## src/rtl/i2c_sensor_target.sv

```systemverilog
// I2C target exposing a latched sensor sample and a write/read config register.
// Define I2C_TARGET_AUTOINC_EN to advance the register pointer after every data byte.
module i2c_sensor_target #(
  parameter int DATA_DEPTH            = 8,
  parameter int DEVICE_ADDR           = 78,
  parameter int CONFIG_REGISTER_WRITE = 9,
  parameter int CONFIG_REGISTER_READ  = 3,
  parameter int SENSOR_DATA           = 0
) (
  input  logic                  i_clk,
  input  logic                  i_rst,
  input  logic                  i_scl,
  input  logic                  i_sda,
  output logic                  o_sda_oe,
  input  logic [DATA_DEPTH-1:0] i_sample_bits,
  input  logic                  i_sample_valid,
  output logic [DATA_DEPTH-1:0] o_conf_bits,
  output logic                  o_conf_valid
);

  localparam logic [6:0] DEV_ADDR7  = 7'(DEVICE_ADDR);
  localparam logic [7:0] IDX_CFG_WR = 8'(CONFIG_REGISTER_WRITE);
  localparam logic [7:0] IDX_CFG_RD = 8'(CONFIG_REGISTER_READ);
  localparam logic [7:0] IDX_SENSOR = 8'(SENSOR_DATA);

  typedef enum logic [3:0] {
    IDLE, ADDR, ADDR_ACK, REG, REG_ACK, WDATA, WDATA_ACK, RDATA, RDATA_ACK, IGNORE
  } state_t;

  state_t                state_q, state_d;
  logic                  scl_meta_q, scl_q, scl_prev_q;
  logic                  sda_meta_q, sda_q, sda_prev_q;
  logic [2:0]            bit_cnt_q, bit_cnt_d;
  logic                  byte_done_q, byte_done_d;
  logic                  mack_q, mack_d;
  logic                  sda_oe_q, sda_oe_d;
  logic                  conf_valid_q, conf_valid_d;
  logic [7:0]            ptr_q, ptr_d;
  logic [DATA_DEPTH-1:0] shift_q, shift_d;
  logic [DATA_DEPTH-1:0] conf_q, conf_d;
  logic [DATA_DEPTH-1:0] sample_q, sample_d;
  logic                  scl_rise, scl_fall, start_det, stop_det;

  function automatic logic [DATA_DEPTH-1:0] rd_byte(input logic [7:0] p,
                                                    input logic [DATA_DEPTH-1:0] smp,
                                                    input logic [DATA_DEPTH-1:0] cfg);
    if (p == IDX_SENSOR) return smp;
    if (p == IDX_CFG_RD) return cfg;
    return '0;
  endfunction

  function automatic logic [7:0] ptr_next(input logic [7:0] p);
`ifdef I2C_TARGET_AUTOINC_EN
    return p + 8'd1;
`else
    return p;
`endif
  endfunction

  assign scl_rise  = scl_q & ~scl_prev_q;
  assign scl_fall  = ~scl_q & scl_prev_q;
  assign start_det = scl_q & scl_prev_q & sda_prev_q & ~sda_q;
  assign stop_det  = scl_q & scl_prev_q & ~sda_prev_q & sda_q;

  assign o_sda_oe     = sda_oe_q;
  assign o_conf_bits  = conf_q;
  assign o_conf_valid = conf_valid_q;

  always_comb begin
    state_d      = state_q;
    bit_cnt_d    = bit_cnt_q;
    byte_done_d  = byte_done_q;
    mack_d       = mack_q;
    sda_oe_d     = sda_oe_q;
    conf_valid_d = 1'b0;
    ptr_d        = ptr_q;
    shift_d      = shift_q;
    conf_d       = conf_q;
    sample_d     = i_sample_valid ? i_sample_bits : sample_q;

    if (stop_det) begin
      state_d  = IDLE;
      sda_oe_d = 1'b0;
    end else if (start_det) begin
      state_d     = ADDR;
      sda_oe_d    = 1'b0;
      bit_cnt_d   = 3'd0;
      byte_done_d = 1'b0;
    end else begin
      case (state_q)
        ADDR, REG, WDATA: begin
          if (scl_rise && !byte_done_q) begin
            shift_d   = {shift_q[DATA_DEPTH-2:0], sda_q};
            bit_cnt_d = bit_cnt_q + 3'd1;
            if (bit_cnt_q == 3'd7) byte_done_d = 1'b1;
          end else if (scl_fall && byte_done_q) begin
            // Byte complete: the ACK slot opens on this falling edge.
            byte_done_d = 1'b0;
            sda_oe_d    = 1'b1;
            if (state_q == ADDR) begin
              if (shift_q[7:1] == DEV_ADDR7) begin
                state_d = ADDR_ACK;
              end else begin
                state_d  = IGNORE;
                sda_oe_d = 1'b0;
              end
            end else if (state_q == REG) begin
              state_d = REG_ACK;
              ptr_d   = 8'(shift_q);
            end else begin
              state_d = WDATA_ACK;
              if (ptr_q == IDX_CFG_WR) begin
                conf_d       = shift_q;
                conf_valid_d = 1'b1;
              end
            end
          end
        end
        ADDR_ACK, REG_ACK, WDATA_ACK: begin
          if (scl_fall) begin
            sda_oe_d  = 1'b0;
            bit_cnt_d = 3'd0;
            if (state_q == ADDR_ACK && shift_q[0]) begin
              state_d  = RDATA;
              shift_d  = rd_byte(ptr_q, sample_q, conf_q);
              sda_oe_d = ~shift_d[DATA_DEPTH-1];
            end else if (state_q == ADDR_ACK) begin
              state_d = REG;
            end else begin
              state_d = WDATA;
              if (state_q == WDATA_ACK) ptr_d = ptr_next(ptr_q);
            end
          end
        end
        RDATA: begin
          if (scl_rise && !byte_done_q) begin
            bit_cnt_d = bit_cnt_q + 3'd1;
            if (bit_cnt_q == 3'd7) byte_done_d = 1'b1;
          end else if (scl_fall) begin
            if (byte_done_q) begin
              state_d     = RDATA_ACK;
              sda_oe_d    = 1'b0;
              byte_done_d = 1'b0;
            end else begin
              shift_d  = shift_q << 1;
              sda_oe_d = ~shift_d[DATA_DEPTH-1];
            end
          end
        end
        RDATA_ACK: begin
          // Master's ACK is sampled on the rise; the next byte starts on the fall.
          if (scl_rise) begin
            mack_d = ~sda_q;
          end else if (scl_fall) begin
            ptr_d = ptr_next(ptr_q);
            if (mack_q) begin
              state_d   = RDATA;
              bit_cnt_d = 3'd0;
              shift_d   = rd_byte(ptr_d, sample_q, conf_q);
              sda_oe_d  = ~shift_d[DATA_DEPTH-1];
            end else begin
              state_d = IGNORE;
            end
          end
        end
        IGNORE:  sda_oe_d = 1'b0;
        default: sda_oe_d = 1'b0;
      endcase
    end
  end

  always_ff @(posedge i_clk or posedge i_rst) begin
    if (i_rst) begin
      scl_meta_q   <= 1'b1;
      scl_q        <= 1'b1;
      scl_prev_q   <= 1'b1;
      sda_meta_q   <= 1'b1;
      sda_q        <= 1'b1;
      sda_prev_q   <= 1'b1;
      state_q      <= IDLE;
      bit_cnt_q    <= 3'd0;
      byte_done_q  <= 1'b0;
      mack_q       <= 1'b0;
      sda_oe_q     <= 1'b0;
      conf_valid_q <= 1'b0;
      ptr_q        <= 8'd0;
      conf_q       <= '0;
      sample_q     <= '0;
    end else begin
      scl_meta_q   <= i_scl;
      scl_q        <= scl_meta_q;
      scl_prev_q   <= scl_q;
      sda_meta_q   <= i_sda;
      sda_q        <= sda_meta_q;
      sda_prev_q   <= sda_q;
      state_q      <= state_d;
      bit_cnt_q    <= bit_cnt_d;
      byte_done_q  <= byte_done_d;
      mack_q       <= mack_d;
      sda_oe_q     <= sda_oe_d;
      conf_valid_q <= conf_valid_d;
      ptr_q        <= ptr_d;
      conf_q       <= conf_d;
      sample_q     <= sample_d;
    end
  end

  always_ff @(posedge i_clk) begin
    shift_q <= shift_d;
  end

endmodule

```

## config.mk

```make
export PLATFORM = sky130hd
export DESIGN_NAME = i2c_sensor_target
export DESIGN_NICKNAME = d
export VERILOG_FILES = /design/src/rtl/i2c_sensor_target.sv
export SDC_FILE = /design/constraint.sdc
export NUM_CORES = 1
export LEC_CHECK = 0
export BUFFER_PORTS_ARGS = -buffer_cell sky130_fd_sc_hd__buf_2
export CELL_PAD_IN_SITES_DETAIL_PLACEMENT = 1
export CELL_PAD_IN_SITES_GLOBAL_PLACEMENT = 1
export CORE_MARGIN = 4
export CORE_UTILIZATION = 30
export DETAILED_ROUTE_END_ITERATION = 12
export GPL_ROUTABILITY_DRIVEN = 0
export GPL_TIMING_DRIVEN = 0
export PLACE_DENSITY_LB_ADDON = 0.1
export SLEW_MARGIN = 20
export SYNTH_ARGS = -nofsm -noshare
export SYNTH_HDL_FRONTEND = slang
export SYNTH_SLANG_ARGS = --single-unit
```

## constraint.sdc

```tcl
create_clock -name i_clk -period 3.4 [get_ports i_clk]
set_clock_uncertainty 0.15 [all_clocks]
set_input_delay 0.17 -clock i_clk [delete_from_list [all_inputs] [get_ports i_clk]]
set_output_delay 0.17 -clock i_clk [all_outputs]
set_load 0.05 [all_outputs]
```

==> results of run 1 <==
-- worst max path at each step --
stage,startpoint,end,slack [ns]
6_report,state_q[3],shift_q[0],0.87
4_1_cts,state_q[3],shift_q[0],0.84
3_5_place_dp,state_q[3],shift_q[1],0.87
3_3_place_gp,state_q[3],shift_q[1],0.22
5_1_grt,state_q[3],shift_q[0],0.70
2_1_floorplan,state_q[3],shift_q[0],0.96
-- power breakdown --
part           leakage, nW  switching (mW)  internal [mW]
sequential           0.597          0.0684          0.705
clock               0.0456           0.206          0.147
combinational        0.661           0.434          0.316
total                 1.30           0.709           1.17
-- flip-flops by register name, summed over array words and instances, names as in the netlist --
name / count
bit_cnt_q: 3
byte_done_q: 1
mack_q: 1
o_conf_bits: 8
o_conf_valid: 1
o_sda_oe: 1
ptr_q: 8
sample_q: 8
scl_meta_q: 1
scl_prev_q: 1
scl_q: 1
sda_meta_q: 1
sda_prev_q: 1
sda_q: 1
shift_q: 8
state_q: 4
-- worst max-delay path: cells and delay by family (launching register included) --
family / cells / cell delay, ns
AND/OR/NAND/NOR: 3 / 0.83
buffers and inverters: 2 / 0.61
AO/OA/AOI/OAI: 1 / 0.27
flip-flops: 1 / 0.38
-- synth_stat cells (2+ instances only) --
cell type / n / area, um2
inv_1: 5 / 18.8
clkbuf_1: 4 / 15.0
a31oi_1: 2 / 12.5
nor4_1: 2 / 12.5
nor3_1: 6 / 30.0
a21o_1: 2 / 15.0
nand4b_1: 3 / 26.3
o21ai_0: 7 / 35.0
buf_2: 5 / 25.0
or2_2: 2 / 12.5
a22oi_1: 6 / 45.0
ha_1: 2 / 25.0
edfxtp_1: 8 / 240
o211ai_1: 2 / 15.0
nor3b_1: 2 / 15.0
a211oi_1: 3 / 22.5
o31ai_1: 2 / 15.0
a221oi_1: 2 / 17.5
mux2_4: 10 / 150
nand3_1: 2 / 10.0
o21a_1: 2 / 15.0
buf_4: 2 / 15.0
nor2_1: 17 / 63.8
dfrtp_1: 35 / 876
mux2_2: 17 / 191
a22o_1: 4 / 35.0
a21oi_1: 13 / 65.1
dfstp_2: 6 / 158
nand2_1: 9 / 33.8
nand2b_1: 5 / 31.3
nor3_4: 2 / 32.5
-- logic make-up (layout without fill, tap and decap cells) --
group                    after synthesis  count (layout)  share of synthesized area
flip-flops                            49              49                      0.510
buffers and inverters                 16              58                     0.0295
adder cells (fa/ha/maj)                2               2                     0.0100
AND/OR/NAND/NOR                       62              62                      0.148
AO/OA/AOI/OAI                         54              54                      0.156
XOR/XNOR                               2               2                    0.00701
multiplexers                          28              28                      0.141
-- stage by stage --
step | util | instances
final | 0.363 | 360
after global routing | 0.363 | 360
after CTS | 0.363 | 360
after detailed placement | 0.339 | 341
after global placement | 0.335 | 339
after floorplan | - | 213
-- layout make-up --
type                            count  area share
Clock buffer                        6      0.0245
Buffer                             11      0.0186
Inverter                            5     0.00633
Timing Repair Buffer               34      0.0818
Clock inverter                      2     0.00464
Multi-Input combinational cell    148       0.391
Sequential cell                    49       0.429
Tap cell                          105      0.0443
-- timing repair --
item                                   in CTS  in global routing
endpoints found under the hold margin      48                  0
hold buffers                               11                  0
setup endpoints to repair                   0                  0
-- routing by layer --
layer,vias up,share of wire,wire length (um),global-route usage
met5,-,0,0,0
met4,0,0.015,97,0.0420
met3,8,0.027,172,0.0266
met2,24,0.46,2870,0.215
met1,930,0.50,3160,0.193
li1,876,-,-,-
==> results.md, run 1 <==
Status:
- The flow ran to the end, and the final reports show no timing, DRC or antenna violations.

Critical path:
- For the worst setup path, the data arrival time is 2.40 ns.
- Traced cell by cell, the critical path runs through clkbuf_1 -> nand2b_1 -> o211a_2 -> nor2_1 -> nor4_2 -> buf_4.
- The reg-to-reg critical path endpoint is shift_q[0].
- Of all nets on the critical path, the largest fanout is 10.
- The critical path data required time is 3.27 ns.
- The highest cell delay on the worst timing path is 0.54 ns.
- The logic depth of the worst register-to-register path is 6.
- The startpoint of the worst-slack reg-to-reg timing path is state_q[3].
- The worst setup path is captured at a flip-flop.
- On the critical path, the stage with the largest delay is an instance of nor4_2.
- Setup slack on the worst reg-to-reg path comes out at 0.87 ns.
- The startpoint kind of the worst setup timing path is a flip-flop.
- The type of the setup path with the least slack is flip-flop to flip-flop.

Cells and area:
- The ratio of cells with drive above 1 in the final layout is 0.333.
- The number of fillers in the final layout is 935.
- The area occupied by multi-input gates is 1160 um2.
- The commonest non-fill, non-tap cell in the layout is dfrtp_1.
- Relative to the synthesized area, the layout overhead comes to 18.7%.
- The count of nets after finishing is 269.
- After routing the design area is 2970 um2.
- Summing all flip-flop and latch instances after layout gives 1270 um2.
- The repair_antennas step left the layout with diodes totalling 0.
- Leaving out fill and tap cells, the most frequent cells in the layout are 35 x dfrtp_1, 26 x buf_2, 17 x nor2_1, 17 x mux2_2, 13 x a21oi_1.

Global route:
- The total global-route track usage is 0.138.
- The first global-routing pass estimated 10,700 um of wire.
- The via count of the first global-routing pass came to 1,993.
- The initial antenna violation count came to 0.
- The global route total overflow is 0.
- The pin count of the biggest net entering global routing is 30.

Clocking:
- The longest clock path from root to sink contains 2 buffers.
- Post-CTS repair changed the size of 0 cells.
- The number of buffers created by CTS is 5.
- The root buffer cell is clkbuf_8.
- TritonCTS built the clock tree.
- Once the clock tree was built, the setup fixing pass inserted 0 buffers.
- The H-tree depth is 2.
- Clock tree synthesis found a total of 49 sinks.
- Clock-pin slew was measured on the worst setup and hold paths at 0.09 ns.
- For the worst-skew pair, the clock arrives at the later sink with an insertion delay of 0.31 ns.

Yosys:
- Averaged over all synthesized cells, the footprint is 11.7 um2.
- After synthesis the netlist holds a flip-flop and latch count of 49.
- Summing every instance area after synthesis gives 2500 um2.
- The distinct cell type count of the synthesized netlist is 55.
- The number of enable-type register cells in the synthesized netlist is 8.
- Among all flip-flop cells after synthesis, the most frequent one is dfrtp_1.
- Synthesis handed over a netlist of 213 instances.
- Of the synthesized area, sequential elements account for 0.510.
- The async set or reset register ratio after synthesis is 0.837.
- The number of nets in the synthesized netlist is 228.
- The warning count from the yosys run is 0.

Floorplan:
- The die covers 9860 um2.
- The die boundary width is 99.3 um.
- The total area inside the core boundary comes to 8180 um2.
- The total number of placement rows is 33.
- The number of top-level pins is 23.
- The initial utilization of the core area, before any placement, comes to 0.306.
- The chip height is 99.3 um.

Timing:
- The number of max-slew violations in the final report is 0.
- The final count of hold timing violations is 0.
- The ratio of final minimum period to clock period is 0.744.
- Timing would allow up to 0.395 GHz.
- Once routing completed, OpenROAD measured the worst setup slack at 0.869 ns.
- The actual transition at the worst max-transition pin is 0.994 ns.
- Across all hold checks on the routed design, the worst slack comes to 0.211 ns.
- The post-route minimum period is 2.53 ns.
- Measured against its own limit, the worst slew margin works out to 0.332.
- Setup repair after global routing left no endpoint under its margin.
- Setup violations remaining at the end of the flow were counted as 0.
- The accumulated negative setup slack is 0 ns.

Detailed routing:
- The starting DRC count in detailed routing is 60.
- Using the TritonRoute via totals, the vias-per-cell ratio works out to 5.11.
- The detailed-router iteration count before antenna repair is 4.
- The residual antenna-violating net count after detailed routing is 0.
- For this block, the via count after detailed routing is 1,838.
- The total wirelength of the detailed-routed design is 6300 um.
- The detailed-route wire length per cell is 17.5 um.
- The number of remaining DRC errors is 0.

Pwr:
- Dividing total power by cell area gives a power density of 633 nW/um2.
- The leakage power is 1.30 nW.
- The total power consumption of the routed design is 1.88 mW.
- The worst vdd rail ir drop is 0.214 mV.

Placement:
- The area after detailed placement is 2770 um2.
- The pre-CTS setup slack is 0.872 ns.
- The estimated wirelength of the detail-placed design is 4490 um.
- The count of port buffers added during placement is 21.

Job:
- The tool flagged a number of max-cap violations equal to 0.

Hold path:
- In this run the worst hold path is classified as input pin to async pin.
No activity file was read; power rests on OpenSTA's default activity.
==> inputs of run 2 (changes only) <==
==> constraint.sdc (replaced) <==
create_clock -name i_clk -period 2.65 [get_ports i_clk]
set_clock_uncertainty 0.15 [all_clocks]
set_input_delay 0.1325 -clock i_clk [delete_from_list [all_inputs] [get_ports i_clk]]
set_output_delay 0.1325 -clock i_clk [all_outputs]
set_load 0.05 [all_outputs]
==> results.md, run 2 (synthesized netlist as in run 1, its figures left out) <==
Pwr:
- The part of the total power dissipated in sequential elements is 0.410.
- The internal power of the cells totals 1.50 mW.
- The switching share of total power is 0.379.
- The analysis attributes to net switching a power of 0.915 mW.
- VDD sags by at most 0.264 mV.
- The leakage power is 1.30 nW.
- The clock power share is 0.187.
- Dividing total power by cell area gives a power density of 812 nW/um2.
- The combinational group share of total power is 0.403.
- Power comes to 2.42 mW.

Floorplan:
- The total area inside the core boundary comes to 8180 um2.
- 23 I/O pins were placed.
- The initial utilization of the core area, before any placement, comes to 0.306.
- The floorplan has 33 rows.
- The chip height is 99.3 um.
- The die is 99.3 um wide.
- The die covers 9860 um2.

Timing:
- Setup repair after global routing left no endpoint under its margin.
- The number of max-slew violations in the final report is 0.
- After layout, the minimum clock period comes to 2.45 ns.
- The ratio of final minimum period to clock period is 0.923.
- In this run the tightest slew margin relative to its limit is 0.334.
- The highest achievable clock rate is 0.409 GHz.
- The final count of hold timing violations was 0.
- Setup violations remaining at the end of the flow were counted as 0.
- After routing, the total negative slack on setup checks comes to 0 ns.
- At the pin with the least slew margin, the transition time is 0.992 ns.

Placement:
- Input and output buffers added on the ports amount to 21.
- Detailed placement finished with a half-perimeter wire length of 4490 um.

Clocking:
- The worst-case clock buffer depth is 2.
- The root buffer cell is clkbuf_8.
- After clock tree synthesis, the setup repair step added 0 buffers.
- The H-tree depth is 2.
- The clock latency at the later pin of the worst-skew pair is 0.31 ns.
- TritonCTS built the clock tree.
- Buffers inserted during clock tree synthesis total 5.
- After clock tree synthesis, the clock-pin slew on the worst setup and hold paths is 0.10 ns.
- The clock sink count is 49.

Critical path:
- The critical path data required time is 2.66 ns.
- Of all nets on the critical path, the largest fanout is 7.
- The critical path contains buffers and inverters numbering 0 combined.
- On the worst path, the slowest cell contributes a delay of 0.78 ns.
- The category of cells accounting for the largest share of critical-path delay is simple AND/OR/NAND/NOR gates.
- The signal on the critical path passes through nor4_1 -> nand2_1 -> nor3_1 -> a22oi_1 -> a21oi_1.
- STA classifies the critical path startpoint as a flip-flop.
- The type of the setup path with the least slack is flip-flop to flip-flop.
- The signal arrival time at the worst endpoint is 2.46 ns.
- The highest-delay cell along the critical path is nor3_1.
- The sort of element at the end of the critical path is a flip-flop.

Cells and area:
- Leaving out fill and tap cells, the most frequent cell in the layout is dfrtp_1.
- 0 antenna diodes ended up in the layout.
- Summing all flip-flop and latch instances after layout gives 1270 um2.
- In the layout the commonest cells are 35 x dfrtp_1, 26 x buf_2, 17 x mux2_2, 16 x nor2_1, 13 x a21oi_1.
- The number of fillers in the final layout is 929.
- The count of nets after finishing is 269.
- Of the cells placed in the final design, the portion with a size suffix greater than 1 is 0.337.
- The area occupied by multi-input gates is 1170 um2.
- Relative to the synthesized area, the layout overhead comes to 19.1%.

Global route:
- The initial antenna violation count is 0.
- For this run, the total global-route usage over all layers was measured as 0.138.
- The global route total overflow is 0.
- The global-route wire length before repair is 10,700 um.
- The via count of the first global-routing pass is 1,993.
- The pin count of the biggest net entering global routing is 30.

Detailed routing:
- After detailed routing, the met3 layer carries 186 um of wire.
- The via density per instance is 5.12.
- For this run, design rule violations remaining after detail routing come to 0.
- The top layer reached by signal wires is met4.
- The total wirelength of the detailed-routed design is 6320 um.
- The total met2 wirelength after detailed routing is 2900 um.
- The detailed-route wire length per cell is 17.6 um.
- The count of nets left with antenna violations once routing finished came out at 0.
- The total number of vias is 1,844.
- The detailed-router iteration count before antenna repair is 4.
- The starting DRC count in detailed routing is 63.
- The detailed-route wire length on metal 1 is 3130 um.

Job:
- Across the run, the number of max-cap violations was 0.

Hold path:
- The min-delay analysis places its worst path in the category input pin to async pin.

Status:
- The flow ran to the end, and the final reports show no timing, DRC or antenna violations.
## run 2: cell types whose count changed in the layout (fill, tap and decap cells not counted)
cell,delta
nor4_2,-1
nor2_1,-1
nor2_2,+1
nor4_4,+1
## run 2: power groups by stage
stage	combinational [mW]	clock (mW)	sequential [mW]
6_report	0.973	0.452	0.992
5_1_grt	1.07	0.510	1.01
4_1_cts	0.970	0.474	0.997
3_5_place_dp	0.954	0	1.01
3_3_place_gp	0.935	0	1.01
2_1_floorplan	0.718	0	0.982
## run 2: path summary, 6_finish.rpt
check / startpoint / slack (ns) / endpoint / cells after the start
min in group i_clk: scl_meta_q / 0.21 / scl_q / 0
worst max register to register: ptr_q[5] / 0.20 / shift_q[4] / 5
max in group asynchronous: i_rst / 1.65 / sda_q / 4
worst min-delay path: i_rst / 0.17 / byte_done_q / 3
worst min register to register: scl_meta_q / 0.21 / scl_q / 0
worst max-delay path: ptr_q[5] / 0.20 / shift_q[4] / 5
## run 2: layout make-up
| cell class | instances | area share |
|---|---|---|
| Clock buffer | 6 | 0.0244 |
| Buffer | 11 | 0.0185 |
| Multi-Input combinational cell | 148 | 0.393 |
| Sequential cell | 49 | 0.428 |
| Clock inverter | 2 | 0.00462 |
| Inverter | 5 | 0.00630 |
| Tap cell | 105 | 0.0441 |
| Timing Repair Buffer | 34 | 0.0815 |
## run 2: repair_timing
action / in CTS / in global routing
hold endpoints to repair: 48 / 0
hold buffers: 11 / 0
resized for setup: 0 / 2
endpoints found under the setup margin: 0 / 7
## run 2: worst min-delay path: stages
cell and delay [ns]:
dlygate4sd3_1 0.53, buf_2 0.12, inv_2 0.24
## run 2: routing by layer
layer  up-vias  track usage
li1        880            -
met1       930        0.193
met2        26        0.215
met3         8       0.0266
met4         0       0.0420
met5         -            0
## run 2: metrics by stage
stage	utilization	area, um2	setup WS, ns	hold slack (ns)	cells
6_report	0.364	2980	0.203	0.174	360
5_1_grt	0.364	2980	0.0181	0.212	360
4_1_cts	0.363	2970	0.0907	0.168	360
3_5_place_dp	0.339	2770	0.122	-0.0394	341
3_3_place_gp	0.335	2740	-0.532	0.0877	339
2_1_floorplan	-	2500	0.214	-0.0130	213
==> inputs of run 3 (changes only) <==
--- a/config.mk
+++ b/config.mk
@@ -14,6 +14,7 @@
 export GPL_ROUTABILITY_DRIVEN = 0
 export GPL_TIMING_DRIVEN = 0
 export PLACE_DENSITY_LB_ADDON = 0.1
+export RECOVER_POWER = 50
 export SLEW_MARGIN = 20
 export SYNTH_ARGS = -nofsm -noshare
 export SYNTH_HDL_FRONTEND = slang
==> results.md, run 3 (synthesized netlist as in run 1, its figures left out) <==
Status:
- The flow ran to the end, and the final reports show no timing, DRC or antenna violations.

Cells and area:
- The post-route non-filler standard cell count is 360.
- Leaving out fill and tap cells, the most frequent cells in the layout are 35 x dfrtp_1, 26 x buf_2, 17 x mux2_2, 16 x nor2_1, 13 x a21oi_1.
- The ratio of cells with drive above 1 in the final layout is 0.325.
- The area of all sequential standard cells is 1270 um2.
- After the last flow step, the layout net total stands at 269.
- The commonest non-fill, non-tap cell in the layout is dfrtp_1.
- In the final layout, the multi-input gates occupy 1170 um2.
- The number of diodes added for antenna fixing is 0.
- The number of fillers in the final layout is 931.
- The area added between synthesis and finish is 18.5%.
- The area of all placed cells without fillers is 2960 um2.
- The utilization after layout is 0.362.

Critical path:
- The highest net fanout along the worst path is 7.
- Data on the critical path arrives at its endpoint at 2.45 ns.
- Data on the critical path is required at its endpoint by 2.66 ns.
- Traced cell by cell, the critical path runs through nor4_1 -> nand2_1 -> nor3_1 -> a22oi_1 -> a21oi_1.
- The category of cells accounting for the largest share of critical-path delay is simple AND/OR/NAND/NOR gates.
- The highest cell delay on the worst timing path is 0.78 ns.
- The startpoint of the worst-slack reg-to-reg timing path is ptr_q[5].
- The reg-to-reg critical path endpoint is shift_q[4].
- By startpoint and endpoint, the worst setup path is classified as flip-flop to flip-flop.
- The startpoint kind of the worst setup timing path is a flip-flop.
- The worst register-to-register path has a setup slack of 0.21 ns.
- The startpoint of the most critical setup path is ptr_q[5].
- STA classifies the critical path endpoint as a flip-flop.
- Measured in cells, the most critical reg-to-reg path has a length of 5.
- Together, buffers and inverters on the worst path number 0.
- The highest-delay cell along the critical path is nor3_1.

Timing:
- The number of max-slew violations in the final report came to 0.
- For the pin with the worst max-slew slack, the measured transition is 0.983 ns.
- The final setup slack of the worst path is 0.207 ns.
- Setup repair after global routing left no endpoint under its margin.
- For this run, the top clock speed supported by timing is 0.409 GHz.
- The post-route minimum period is 2.44 ns.
- Of the available clock period, the critical path in the final layout requires 0.922.
- The final setup violation count is 0.
- The final count of hold timing violations is 0.
- Headroom to the max-slew limit came out at 0.340.

Floorplan:
- The initial utilization of the core area, before any placement, comes to 0.306.
- Measured along the y axis, the die boundary spans 99.3 um.
- The die boundary width is 99.3 um.
- The total area inside the core boundary comes to 8180 um2.
- The number of top-level pins is 23.
- In this run the core area contains 33 standard-cell rows.
- The die area is 9860 um2.

Clocking:
- The H-tree depth is 2.
- Buffers inserted during clock tree synthesis total 5.
- Clock-pin slew was measured on the worst setup and hold paths at 0.10 ns.
- The root buffer cell is clkbuf_8.
- TritonCTS built the clock tree.
- At the later pin of the worst-skew pair, clock insertion delay measures 0.31 ns.
- The clock sink count is 49.
- No sink is reached through more buffers than the 2 on the longest clock path.
- The number of post-CTS setup repair buffers is 0.

Detailed routing:
- The number of remaining DRC errors is 0.
- The detailed-route wire length per cell is 17.7 um.
- The detailed router placed 1,838 vias in this run.
- The residual antenna-violating net count after detailed routing is 0.
- The detailed-router iteration count before antenna repair is 4.
- In the routed layout, each cell is associated on average with a via count of 5.11.
- After the first detailed-routing iteration, the DRC count stood at 67.
- The total wirelength of the detailed-routed design is 6360 um.

Pwr:
- The leakage power is 1.30 nW.
- The worst-case IR drop observed on VDD is 0.263 mV.
- The power density normalized to cell area is 816 nW/um2.
- Power comes to 2.42 mW.

Global route:
- The global-route wire length before repair is 10,700 um.
- The initial antenna violation count is 0.
- Across every metal layer, demand over resource in global routing totals 0.138.
- The global route total overflow is 0.
- The via count of the first global-routing pass was 1,993.
- The pin count of the biggest net entering global routing is 30.

Job:
- The max-cap check violation count is 0.

Hold path:
- The start point of the worst hold path is i_sample_valid.
- The destination of the worst hold path is sample_q[7].
- The type of the most critical hold path is input pin to flip-flop.
- The number of stages on the worst hold path is 2.

Placement:
- In this run the tool buffered the top-level ports with 21 buffer cells.
- The pre-CTS setup slack is 0.122 ns.
- The area after detailed placement is 2770 um2.
- In this run, placement finished with an instance count of 341.
- The estimated wirelength of the detail-placed design is 4490 um.
run 3: cell count changes in the layout (fill, tap and decap cells not counted):
| cell | delta |
|---|---|
| buf_12 | -1 |
| clkbuf_2 | +1 |
| dfstp_1 | +2 |
| dfstp_2 | -2 |
| inv_1 | +1 |
| inv_2 | -1 |
run 3: how the worst max path moves through the flow:
stage | endpoint | cells past startpoint | slack (ns)
finish | shift_q[4] | 5 | 0.21
global route | shift_q[6] | 5 | 0.02
CTS | shift_q[0] | 6 | 0.09
detailed placement | shift_q[1] | 6 | 0.12
global placement | shift_q[1] | 5 | -0.53
floorplan | shift_q[0] | 5 | 0.21
run 3: per-layer routing:
metal	share of wire	up-vias	track usage	wire length (um)
met5	0	-	0	0
met4	0.015	0	0.0420	97
met3	0.028	8	0.0266	175
met2	0.46	24	0.215	2910
met1	0.50	930	0.193	3170
li1	-	876	-	-
run 3: where the power goes:
| group | switching, mW | total [mW] | internal (mW) |
|---|---|---|---|
| logic | 0.565 | 0.971 | 0.405 |
| registers | 0.0877 | 0.991 | 0.904 |
| clock network | 0.266 | 0.455 | 0.189 |
run 3: final cells by class:
cell class              instances  share of cell area
multi-input cells             148               0.395
well taps                     105              0.0443
repair buffers                 34              0.0769
inverters                       5             0.00633
flip-flops and latches         49               0.430
clock buffers                   6              0.0245
plain buffers                  11              0.0186
clock inverters                 2             0.00465
run 3: through the flow:
| step | TNS (ns) | hold WS [ns] |
|---|---|---|
| final | 0 | 0.210 |
| after global routing | 0 | 0.226 |
| after CTS | 0 | 0.168 |
| after detailed placement | 0 | -0.0394 |
| after global placement | -4.25 | 0.0877 |
| after floorplan | 0 | -0.0130 |
run 3: worst reg2reg max path: cells and delay by family (launching register included):
family           cells  cell delay (ns)
flip-flops           1             0.39
AO/OA/AOI/OAI        2             0.41
AND/OR/NAND/NOR      3             1.35
run 3: what timing repair did:
action                                  4_1_cts  5_1_grt
endpoints found under the setup margin        0        7
resized for setup                             0        2
hold endpoints to repair                     48        0
hold buffers                                 11        0
